[config.mk]
export PLATFORM = sky130hd
export DESIGN_NAME = mmio_hub
export DESIGN_NICKNAME = d
export VERILOG_FILES = /design/src/rtl/mmio_hub.sv
export SDC_FILE = /design/constraint.sdc
export NUM_CORES = 1
export LEC_CHECK = 0
export CORE_UTILIZATION = 41
export DETAILED_ROUTE_END_ITERATION = 12
export HOLD_SLACK_MARGIN = 0.08
export PLACE_DENSITY = 0.64
export SYNTH_ARGS = -nofsm -noshare
export SYNTH_HDL_FRONTEND = slang
export SYNTH_SLANG_ARGS = --single-unit
[constraint.sdc]
create_clock -name clk -period 10.4 [get_ports clk]
set_input_delay 2.08 -clock clk [delete_from_list [all_inputs] [get_ports clk]]
set_output_delay 2.08 -clock clk [all_outputs]
set_load 0.02 [all_outputs]
[src/rtl/mmio_hub.sv]
// mmio_hub: memory-mapped hub for switches, LEDs, 7-seg, debounced buttons, timer.
// Ports: clk, reset (async low); Address/WriteData/WriteEn/ReadEn bus;
//   Switch, Button in; LedOut, SegOut, ReadData, ReadValid out.
module mmio_hub #(
  parameter int NUM_SW     = 2,
  parameter int NUM_LED    = 2,
  parameter int NUM_BTN    = 5,
  parameter int DEB_CYCLES = 1000000
) (
  input  logic                 clk,
  input  logic                 reset,
  input  logic [31:0]          Address,
  input  logic [31:0]          WriteData,
  input  logic                 WriteEn,
  input  logic                 ReadEn,
  input  logic [8*NUM_SW-1:0]  Switch,
  input  logic [NUM_BTN-1:0]   Button,
  output logic [8*NUM_LED-1:0] LedOut,
  output logic [31:0]          SegOut,
  output logic [31:0]          ReadData,
  output logic                 ReadValid
);

  localparam int CW = $clog2(DEB_CYCLES);
  localparam logic [CW-1:0] CMAX = CW'(DEB_CYCLES - 1);

  // Assert asynchronously, release on a common clk edge.
  logic rst_q1, rst_n;

  always_ff @(posedge clk or negedge reset) begin
    if (!reset) begin
      rst_q1 <= 1'b0;
      rst_n  <= 1'b0;
    end else begin
      rst_q1 <= 1'b1;
      rst_n  <= rst_q1;
    end
  end

  logic       hit;
  logic [5:0] widx;
  logic       sel_seg, sel_btn, sel_flg, sel_tmr;
  logic       unused_ok;

  assign hit       = Address[31:8] == 24'hFF_FFFF;
  assign widx      = Address[7:2];
  assign sel_seg   = hit && (widx == 6'h10);
  assign sel_btn   = hit && (widx == 6'h11);
  assign sel_flg   = hit && (widx == 6'h12);
  assign sel_tmr   = hit && (widx == 6'h13);
  assign unused_ok = ^Address[1:0];

  logic [8*NUM_SW-1:0] sw_s1, sw_s2;

  always_ff @(posedge clk or negedge rst_n) begin
    if (!rst_n) begin
      sw_s1 <= '0;
      sw_s2 <= '0;
    end else begin
      sw_s1 <= Switch;
      sw_s2 <= sw_s1;
    end
  end

  logic [NUM_BTN-1:0] bt_s1, bt_s2, stab, flg;
  logic [NUM_BTN-1:0] accept, rise, clr;
  logic [CW-1:0]      cnt [NUM_BTN];

  always_comb begin
    accept = '0;
    rise   = '0;
    for (int i = 0; i < NUM_BTN; i++) begin
      accept[i] = (bt_s2[i] != stab[i]) && (cnt[i] == CMAX);
      rise[i]   = accept[i] & bt_s2[i];
    end
  end

  assign clr = (WriteEn && sel_flg) ? WriteData[NUM_BTN-1:0] : '0;

  always_ff @(posedge clk or negedge rst_n) begin
    if (!rst_n) begin
      bt_s1 <= '0;
      bt_s2 <= '0;
      stab  <= '0;
      flg   <= '0;
      for (int i = 0; i < NUM_BTN; i++)
        cnt[i] <= '0;
    end else begin
      bt_s1 <= Button;
      bt_s2 <= bt_s1;
      // set beats a coincident clear
      flg   <= (flg & ~clr) | rise;
      for (int i = 0; i < NUM_BTN; i++) begin
        if (bt_s2[i] == stab[i]) begin
          cnt[i] <= '0;
        end else if (accept[i]) begin
          stab[i] <= bt_s2[i];
          cnt[i]  <= '0;
        end else begin
          cnt[i] <= cnt[i] + CW'(1);
        end
      end
    end
  end

  logic [31:0] tmr;

  always_ff @(posedge clk or negedge rst_n) begin
    if (!rst_n) begin
      LedOut <= '0;
      SegOut <= '0;
      tmr    <= '0;
    end else begin
      for (int i = 0; i < NUM_LED; i++)
        if (WriteEn && hit && (widx == 6'(8 + i)))
          LedOut[8*i +: 8] <= WriteData[7:0];
      if (WriteEn && sel_seg)
        SegOut <= WriteData;
      if (WriteEn && sel_tmr)
        tmr <= WriteData;
      else
        tmr <= tmr + 32'd1;
    end
  end

  logic [7:0]  sw_rd, led_rd;
  logic        sel_sw, sel_led;
  logic [31:0] rmux;

  always_comb begin
    sw_rd  = '0;
    sel_sw = 1'b0;
    for (int i = 0; i < NUM_SW; i++) begin
      if (hit && (widx == 6'(i))) begin
        sel_sw = 1'b1;
        sw_rd  = sw_s2[8*i +: 8];
      end
    end
  end

  always_comb begin
    led_rd  = '0;
    sel_led = 1'b0;
    for (int i = 0; i < NUM_LED; i++) begin
      if (hit && (widx == 6'(8 + i))) begin
        sel_led = 1'b1;
        led_rd  = LedOut[8*i +: 8];
      end
    end
  end

  always_comb begin
    rmux = '0;
    unique case (1'b1)
      sel_sw:  rmux = {24'b0, sw_rd};
      sel_led: rmux = {24'b0, led_rd};
      sel_seg: rmux = SegOut;
      sel_btn: rmux = {{(32-NUM_BTN){1'b0}}, stab};
      sel_flg: rmux = {{(32-NUM_BTN){1'b0}}, flg};
      sel_tmr: rmux = tmr;
      default: rmux = '0;
    endcase
  end

  always_ff @(posedge clk or negedge rst_n) begin
    if (!rst_n) begin
      ReadData  <= '0;
      ReadValid <= 1'b0;
    end else begin
      ReadValid <= ReadEn;
      if (ReadEn)
        ReadData <= rmux;
    end
  end

endmodule

== Word-level counts from Yosys, hierarchy flattened ==
Index checks and enable logic that the tools add are counted.
Word-level totals
  word-level logic and storage cells: 111
  output and inout port bits: 81
  input port bits: 89
  register bits: 267
Cells by class
  add/sub/neg operators: 6
  equal/unequal tests: 23
  mux-type cells: 21
  bitwise logic cells: 13
  reductions and logical operators: 25
Operator list (count)
  $mux W20: 10
  $pmux W32 S6: 1
  $add A20 B1 Y20 const B: 5
  $eq A20 B20 Y1 const B: 5
  $add A32 B1 Y32 const B: 1
  $mux W32: 1
  $mux W8: 4
  $eq A24 B24 Y1 const B: 1
  $eq A6 B5 Y1 const B: 4
  $logic_and A1 B1 Y1: 19
  $eq A6 B4 Y1 const B: 2
  $reduce_and A2 Y1: 5
  $eq A6 B1 Y1 const B: 1
  $logic_not A6 Y1: 1
  $and A1 B1 Y1: 5
  $and A5 B5 Y5: 1
  $eq A1 B1 Y1: 5
  $mux W5: 1
  $ne A1 B1 Y1: 5
  $not A1 Y1: 5
  $not A5 Y5: 1
  $or A5 B5 Y5: 1
  $mux W1: 4

== Logic depth before layout (Yosys ltp) ==
Gate-level depths: netlist of run 1.
  depth in word-level cells: 7
  mapped depth: 7
  depth with buffers taken out: 6

== Worst setup path after synthesis of run 1 ==
No wires, ideal clock.
  path kind: in2reg
  start: in Address[3]
  end: reg LedOut[0]
  stages on the path: 5
  data required time: 10.275 ns
  path buffers: 1
  setup time: 0.125 ns
  arrival time: 3.399 ns
  path slack: 6.877 ns
  cell sequence: buf_2 > or4_4 > nor2b_4 > nand3_4 > mux2_2
On the way
  longest elaborated chain between the ends: 2
RTL lines
  from (decl): RTL line 12  | input logic [31:0] Address,
  $eq A6 B4 Y1: RTL line 115  | if (WriteEn && hit && (widx == 6'(8 + i)))
  $logic_and A1 B1 Y1: RTL line 115
  to (signal, indexed assignment): RTL line 116  | LedOut[8*i +: 8] <= WriteData[7:0];
  to (decl): RTL line 18  | output logic [8*NUM_LED-1:0] LedOut,
Every way passes these cells.
A chain may end at the register's enable or synchronous reset.

== Worst setup path in the final report of run 1 ==
  start: in Address[6]
  end: reg tmr[14]
On the way
  longest elaborated chain between the ends: 4
RTL lines
  $eq A6 B5 Y1: RTL line 50  | assign sel_tmr = hit && (widx == 6'h13);
  $logic_and A1 B1 Y1: RTL line 50
  $logic_and A1 B1 Y1: RTL line 119  | if (WriteEn && sel_tmr)
  $mux W32: RTL line 119
  to (signal assigned): RTL line 120  | tmr <= WriteData;
  to (signal assigned): RTL line 122  | tmr <= tmr + 32'd1;
  to (decl): RTL line 106  | logic [31:0] tmr;
Every way passes these cells.

==> results of run 1 <==
metrics by stage:
stage	hold slack, ps	setup WS, ps	instance area (um^2)	std cells
6_report	347.1	4905	14920	1651
5_1_grt	355.5	4676	14920	1651
4_1_cts	348.0	4959	14920	1651
3_5_place_dp	334.7	4441	13870	1599
3_3_place_gp	332.8	4468	13870	1599
2_1_floorplan	331.2	2408	11910	1088
cells in the mapped netlist, types with 5 or more instances:
| cell | count |
|---|---|
| and3_1 | 20 |
| o21ai_0 | 5 |
| xnor2_1 | 42 |
| a22oi_1 | 29 |
| buf_4 | 7 |
| ha_1 | 6 |
| nor4_1 | 16 |
| xor2_1 | 80 |
| a21oi_1 | 35 |
| clkbuf_1 | 16 |
| buf_2 | 16 |
| o22ai_1 | 35 |
| nand4_1 | 48 |
| and4_1 | 14 |
| a22o_1 | 12 |
| nor3_1 | 13 |
| mux2i_1 | 10 |
| dfrtp_1 | 267 |
| inv_1 | 48 |
| mux2_2 | 53 |
| and2_1 | 8 |
| nand2_1 | 47 |
| nor4b_1 | 5 |
| nand3_1 | 52 |
| nor2_1 | 150 |
sequential cells by signal, indices dropped and copies added (netlist names), 16 cells and up:
register / count
sw_s2: 16
cnt: 100
tmr: 32
SegOut: 32
ReadData: 32
sw_s1: 16
LedOut: 16
where the power goes:
part	switching, mW	internal, mW	total, mW
Combinational	0.0505	0.0399	0.0904
Sequential	0.0130	1.05	1.07
Clock	0.416	0.711	1.13
cell type report:
type	instances	area share
Inverter	48	0.01207
Timing Repair Buffer	172	0.1154
Tap cell	384	0.03219
Clock inverter	15	0.01727
Clock buffer	37	0.05332
Multi-Input combinational cell	728	0.3218
Sequential cell	267	0.4479
per-layer routing:
metal / vias to the layer above / global-route usage
li1: 4116 / -
met1: 4220 / 0.2743
met2: 230 / 0.3205
met3: 52 / 0.03021
met4: 0 / 0.05079
met5: - / 0
cell usage in the layout (no fill, tap or decap), drive strengths merged, types with 2 or more instances in the layout:
cell,count
nand4,49
buf,5
o2bb2ai,4
nor2b,4
nor4b,5
xnor2,42
or4,2
and3,20
bufinv,7
clkinvlp,3
and2,8
nor2,150
clkinv,5
nor4,18
o22ai,35
a22o,12
dfrtp,267
nor3,16
or3,4
nand3,56
nand3b,3
mux2,54
inv,48
nand2b,3
clkbuf,37
and4,14
a22oi,29
a211oi,4
o21ai,5
ha,6
xor2,80
or2,4
mux2i,10
clkdlybuf4s50,167
nand2,47
a21oi,35
critical path, delay by kind of cell:
kind            cells  cell delay [ps]
simple gates        3             2750
compound gates      1              390
buf+inv             2              690
worst max path at each step:
stage           endpoint  slack [ps]  cells after the start
2_1_floorplan  LedOut[0]        2410                      0
3_3_place_gp     tmr[22]        4470                      6
3_5_place_dp     tmr[22]        4440                      6
4_1_cts          tmr[14]        4960                      6
5_1_grt           tmr[7]        4680                      6
6_report         tmr[14]        4910                      6
logic make-up after synthesis:
group / share of synthesized area
and+or+nand+nor: 0.1774
DFF: 0.5610
AOI/OAI and AO/OA: 0.07007
xor gates and xnor gates: 0.08971
buffers and inverters: 0.03572
muxes: 0.05946
adders and majority gates: 0.006303
other: 0.0003149
==> results.sh, run 1 <==
export IMPL_dieWidth_um=172.4
export IMPL_area_growth_pct=25.31
export IMPL_r2r_slack_ps=7960
export IMPL_tns_ps=0
export IMPL_yosys_warnings=0
export IMPL_crit_start="Address[6]"
export IMPL_crit_chain="clkdlybuf4s50_1 -> buf_4 -> nor4b_1 -> and2_1 -> nand3_2 -> a21oi_1"
export IMPL_num_rows=62
export IMPL_wl_per_cell_um=17.51
export IMPL_layout_drive_gt1_share=0.09629
export IMPL_grt_util_all_layers=0.1969
export IMPL_cts_setup_buffers=0
export IMPL_rsz0062_at_grt="false"
export IMPL_wl_met1_um=13290
export IMPL_initial_utilization=0.4161
export IMPL_die_y_um=172.4
export IMPL_worstPathRequired_ps=10850
export IMPL_clockRootBuffer="clkbuf_16"
export IMPL_synth_cell_types=54
export IMPL_dr_wl_met3_um=1597
export IMPL_cts_tree="yes"
export IMPL_wl_met2_um=13450
export IMPL_final_setup_skew_ps=8.113
export IMPL_seqCellArea_um2=6685
export IMPL_core_area_um2=28630
export IMPL_synth_top_cells_by_area="dfrtp_1 56%, xor2_1 5.9%, mux2_2 5.0%"
export IMPL_reg2reg_depth=5
export IMPL_status="finished, final reports clean"
export IMPL_grt_pass1_vias=8483
export IMPL_max_freq_ghz=0.1820
export IMPL_port_buffer_count=167
export IMPL_nNetsFinal=1340
export IMPL_yosys_register_bits=267
export IMPL_fin_util=0.5214
export IMPL_slew_violations=0
export IMPL_hold_viol_final=0
export IMPL_fillerInstances=2507
export IMPL_setup_viol=0
export IMPL_io_pins=170
export IMPL_gr_total_overflow=0
export IMPL_path_class="in2reg"
export IMPL_dieArea_um2=29740
export IMPL_h_tree_depth=1
export IMPL_drt_first_pass_iters=5
export IMPL_totalWireLength_um=28920
export IMPL_cts_hold_buffers_added=0
export IMPL_p_leak_nw=6.310
export IMPL_multiInputGateArea_um2=4803
export IMPL_hold_start="sw_s1[9]"
export IMPL_finalCritPeriodShare=0.5283
export IMPL_n_antenna_cell=0
export IMPL_insertion_delay_ps=540
export IMPL_r2r_start="tmr[4]"
export IMPL_syn_area_um2=11910
export IMPL_clkSlewWorstSetupHoldPaths_ps=60
export IMPL_globalplace_congestion=0.8168
export IMPL_clock_sinks=267
export IMPL_relSlewSlack=0.1833
export IMPL_cts_made_buffers=28
export IMPL_period_needed_ps=5495
export IMPL_antenna_left=0
export IMPL_drv_cap=0
export IMPL_synth_area_leader_cell="dfrtp_1"
export IMPL_min_path_type="reg2reg"
export IMPL_crit_path_max_fanout=31
export IMPL_synth_area_per_cell_um2=10.95
export IMPL_grt_pass1_wl_um=45790
export IMPL_max_slew_worst_pin_slew_ps=1208
export IMPL_worst_path_largest_cell_delay_ps=990
export IMPL_vdd_ir_drop_max_uv=118.8
export IMPL_synth_fp_nets=1183
export IMPL_ys_flop_type="dfrtp_1"
export IMPL_hold_depth=0
export IMPL_hold_end="sw_s2[9]"
export IMPL_highest_layer="met4"
export IMPL_power_density_nw_per_um2=152.9
export IMPL_viasPerCell=5.220
export IMPL_vias=8618
export IMPL_cts_resized=0
export IMPL_clockBufferDepth=3
export IMPL_hpwl_um=19610
export IMPL_synth_cells=1088
export IMPL_drc_errors=0
export IMPL_postSynth_asyncResetShare=1.000
export IMPL_antenna_found_initial=0
export IMPL_end_kind="flop"
export IMPL_grt_max_degree=154
export IMPL_synth_edff_count=0
export IMPL_ys_seq_area_frac=0.5610
export IMPL_synth_top_area_frac=0.5610
export IMPL_cp_start_kind="primary input"
export IMPL_r2r_end="tmr[31]"
export IMPL_p_total_mw=2.283
export IMPL_worstPathArrival_ps=5940
export IMPL_drt_initial_drc_count=613
export IMPL_cp_slowest_cell="nor4b_1"
Note: power is estimated with default switching activity, not from simulation.
==> run 2, diff against run 1 <==
==> constraint.sdc (replaced) <==
create_clock -name clk -period 5.3 [get_ports clk]
set_input_delay 1.06 -clock clk [delete_from_list [all_inputs] [get_ports clk]]
set_output_delay 1.06 -clock clk [all_outputs]
set_load 0.02 [all_outputs]
==> results.sh, run 2 (synthesized netlist as in run 1, its figures left out) <==
export IMPL_worst_path_largest_cell_delay_ps=620
export IMPL_r2r_start="tmr[2]"
export IMPL_min_path_type="reg2async"
export IMPL_clkSlewWorstSetupHoldPaths_ps=60
export IMPL_initial_utilization=0.4161
export IMPL_grt_pass1_vias=8632
export IMPL_cp_start_kind="primary input"
export IMPL_gr_total_overflow=0
export IMPL_r2r_slack_ps=2840
export IMPL_drt_initial_drc_count=585
export IMPL_drv_cap=0
export IMPL_wl_per_cell_um=17.58
export IMPL_cts_resized=0
export IMPL_p_leak_nw=6.365
export IMPL_area_growth_pct=25.98
export IMPL_h_tree_depth=1
export IMPL_crit_chain="clkdlybuf4s50_1 -> nand4_1 -> nor4_1 -> and2_1 -> nand3_2 -> buf_4 -> mux2_2"
export IMPL_nNetsFinal=1346
export IMPL_crit_end="SegOut[14]"
export IMPL_finalCritPeriodShare=0.6467
export IMPL_dieWidth_um=172.4
export IMPL_globalplace_congestion=0.8353
export IMPL_fillerInstances=2529
export IMPL_vdd_ir_drop_max_uv=234.9
export IMPL_dieArea_um2=29740
export IMPL_vias=8615
export IMPL_viasPerCell=5.196
export IMPL_layout_common_cells="266 x dfrtp_1, 167 x clkdlybuf4s50_1, 150 x nor2_1, 80 x xor2_1, 53 x mux2_2"
export IMPL_io_pins=170
export IMPL_p_int_mw=3.568
export IMPL_tns_ps=0
export IMPL_timing_final_ws_setup_ps=1873
export IMPL_grt_max_degree=127
export IMPL_r2r_end="tmr[31]"
export IMPL_cts_tree="yes"
export IMPL_fin_util=0.5242
export IMPL_num_rows=62
export IMPL_core_area_um2=28630
export IMPL_hold_viol_final=0
export IMPL_status="finished, final reports clean"
export IMPL_pre_cts_ws_ps=1274
export IMPL_grt_util_all_layers=0.2022
export IMPL_die_y_um=172.4
export IMPL_rsz0062_at_grt="false"
export IMPL_end_kind="flop"
export IMPL_largest_reg_flops=100
export IMPL_max_slew_worst_pin_slew_ps=1131
export IMPL_path_class="in2reg"
export IMPL_cts_setup_buffers=0
export IMPL_worstPathRequired_ps=5730
export IMPL_regMostFlops="cnt"
export IMPL_crit_start="Address[9]"
export IMPL_p_sw_frac=0.2105
export IMPL_antenna_found_initial=1
export IMPL_power_density_nw_per_um2=301.2
export IMPL_hpwl_um=20170
export IMPL_clockBufferDepth=3
export IMPL_layout_drive_gt1_share=0.1029
export IMPL_cts_made_buffers=29
export IMPL_drc_errors=0
export IMPL_worstPathArrival_ps=3850
export IMPL_drt_first_pass_iters=5
export IMPL_cp_slowest_cell="and2_1"
export IMPL_final_common_cell="dfrtp_1"
export IMPL_insertion_delay_ps=540
export IMPL_setup_viol=0
export IMPL_period_needed_ps=3427
export IMPL_p_seq_frac=0.462
export IMPL_grt_pass1_wl_um=47000
export IMPL_clock_sinks=267
export IMPL_p_sw_mw=0.9515
export IMPL_max_freq_ghz=0.2918
export IMPL_slew_violations=0
export IMPL_cts_hold_buffers_added=0
export IMPL_port_buffer_count=167
export IMPL_crit_path_max_fanout=28
export IMPL_antenna_left=0
export IMPL_p_clk_frac=0.498
export IMPL_clockRootBuffer="clkbuf_16"
export IMPL_totalWireLength_um=29150
export IMPL_combPwrFrac=0.040
export IMPL_final_setup_skew_ps=6.743
export IMPL_relSlewSlack=0.2397
export IMPL_reg2reg_depth=5
[run 2: cell types whose count changed in the layout (fill, tap and decap cells not counted), sizes merged]
| cell | delta |
|---|---|
| inv | +1 |
| clkinvlp | -2 |
| diode | +1 |
| clkinv | -2 |
| bufinv | -2 |
| buf | +5 |
| clkbuf | +6 |
[run 2: power by group through the flow]
stage / Clock, mW / Sequential, mW / Combinational [mW]
2_1_floorplan: 0 / 2.14 / 0.0548
3_3_place_gp: 0 / 2.12 / 0.183
3_5_place_dp: 0 / 2.12 / 0.184
4_1_cts: 2.29 / 2.09 / 0.185
5_1_grt: 2.38 / 2.09 / 0.200
6_report: 2.25 / 2.09 / 0.181
[run 2: worst min path at each step]
| stage | end | slack (ps) | cells past startpoint |
|---|---|---|---|
| after global placement | sw_s1[12] | 290 | 0 |
| after floorplan | rst_n | 330 | 0 |
| after detailed placement | sw_s1[12] | 300 | 0 |
| after global routing | sw_s1[12] | 340 | 0 |
| final | sw_s1[11] | 290 | 0 |
| after CTS | sw_s1[12] | 310 | 0 |
[run 2: final cells by class]
| cell class | count | area [um^2] | share of cell area |
|---|---|---|---|
| repair buffers | 177 | 1759 | 0.1172 |
| multi-input cells | 728 | 4803 | 0.3201 |
| inverters | 48 | 180.2 | 0.01201 |
| diodes | 1 | 2.502 | 0.0001668 |
| clock buffers | 43 | 908.4 | 0.06054 |
| clock inverters | 10 | 185.2 | 0.01234 |
| well taps | 384 | 480.5 | 0.03202 |
| flip-flops and latches | 267 | 6685 | 0.4455 |
[run 2: per-layer routing]
metal	up-vias	part of all wire	GRT usage
li1	4135	-	-
met1	4222	0.46	0.2839
met2	213	0.47	0.3243
met3	45	0.045	0.03227
met4	0	0.022	0.05464
met5	-	0	0
[run 2: worst max-delay path, delay by kind of cell]
kind / cells / cell delay, ps
buffers and inverters: 2 / 830
AND/OR/NAND/NOR: 4 / 1600
multiplexers: 1 / 330
[run 2: per-stage QoR]
stage / total power, mW / area, um^2 / std cells / hold slack (ps)
4_1_cts: 4.562 / 15000 / 1657 / 310.1
5_1_grt: 4.669 / 15000 / 1658 / 339.7
3_3_place_gp: 2.307 / 13910 / 1604 / 294.8
2_1_floorplan: 2.198 / 11910 / 1088 / 331.1
6_report: 4.519 / 15000 / 1658 / 288.2
3_5_place_dp: 2.309 / 13910 / 1604 / 302.4
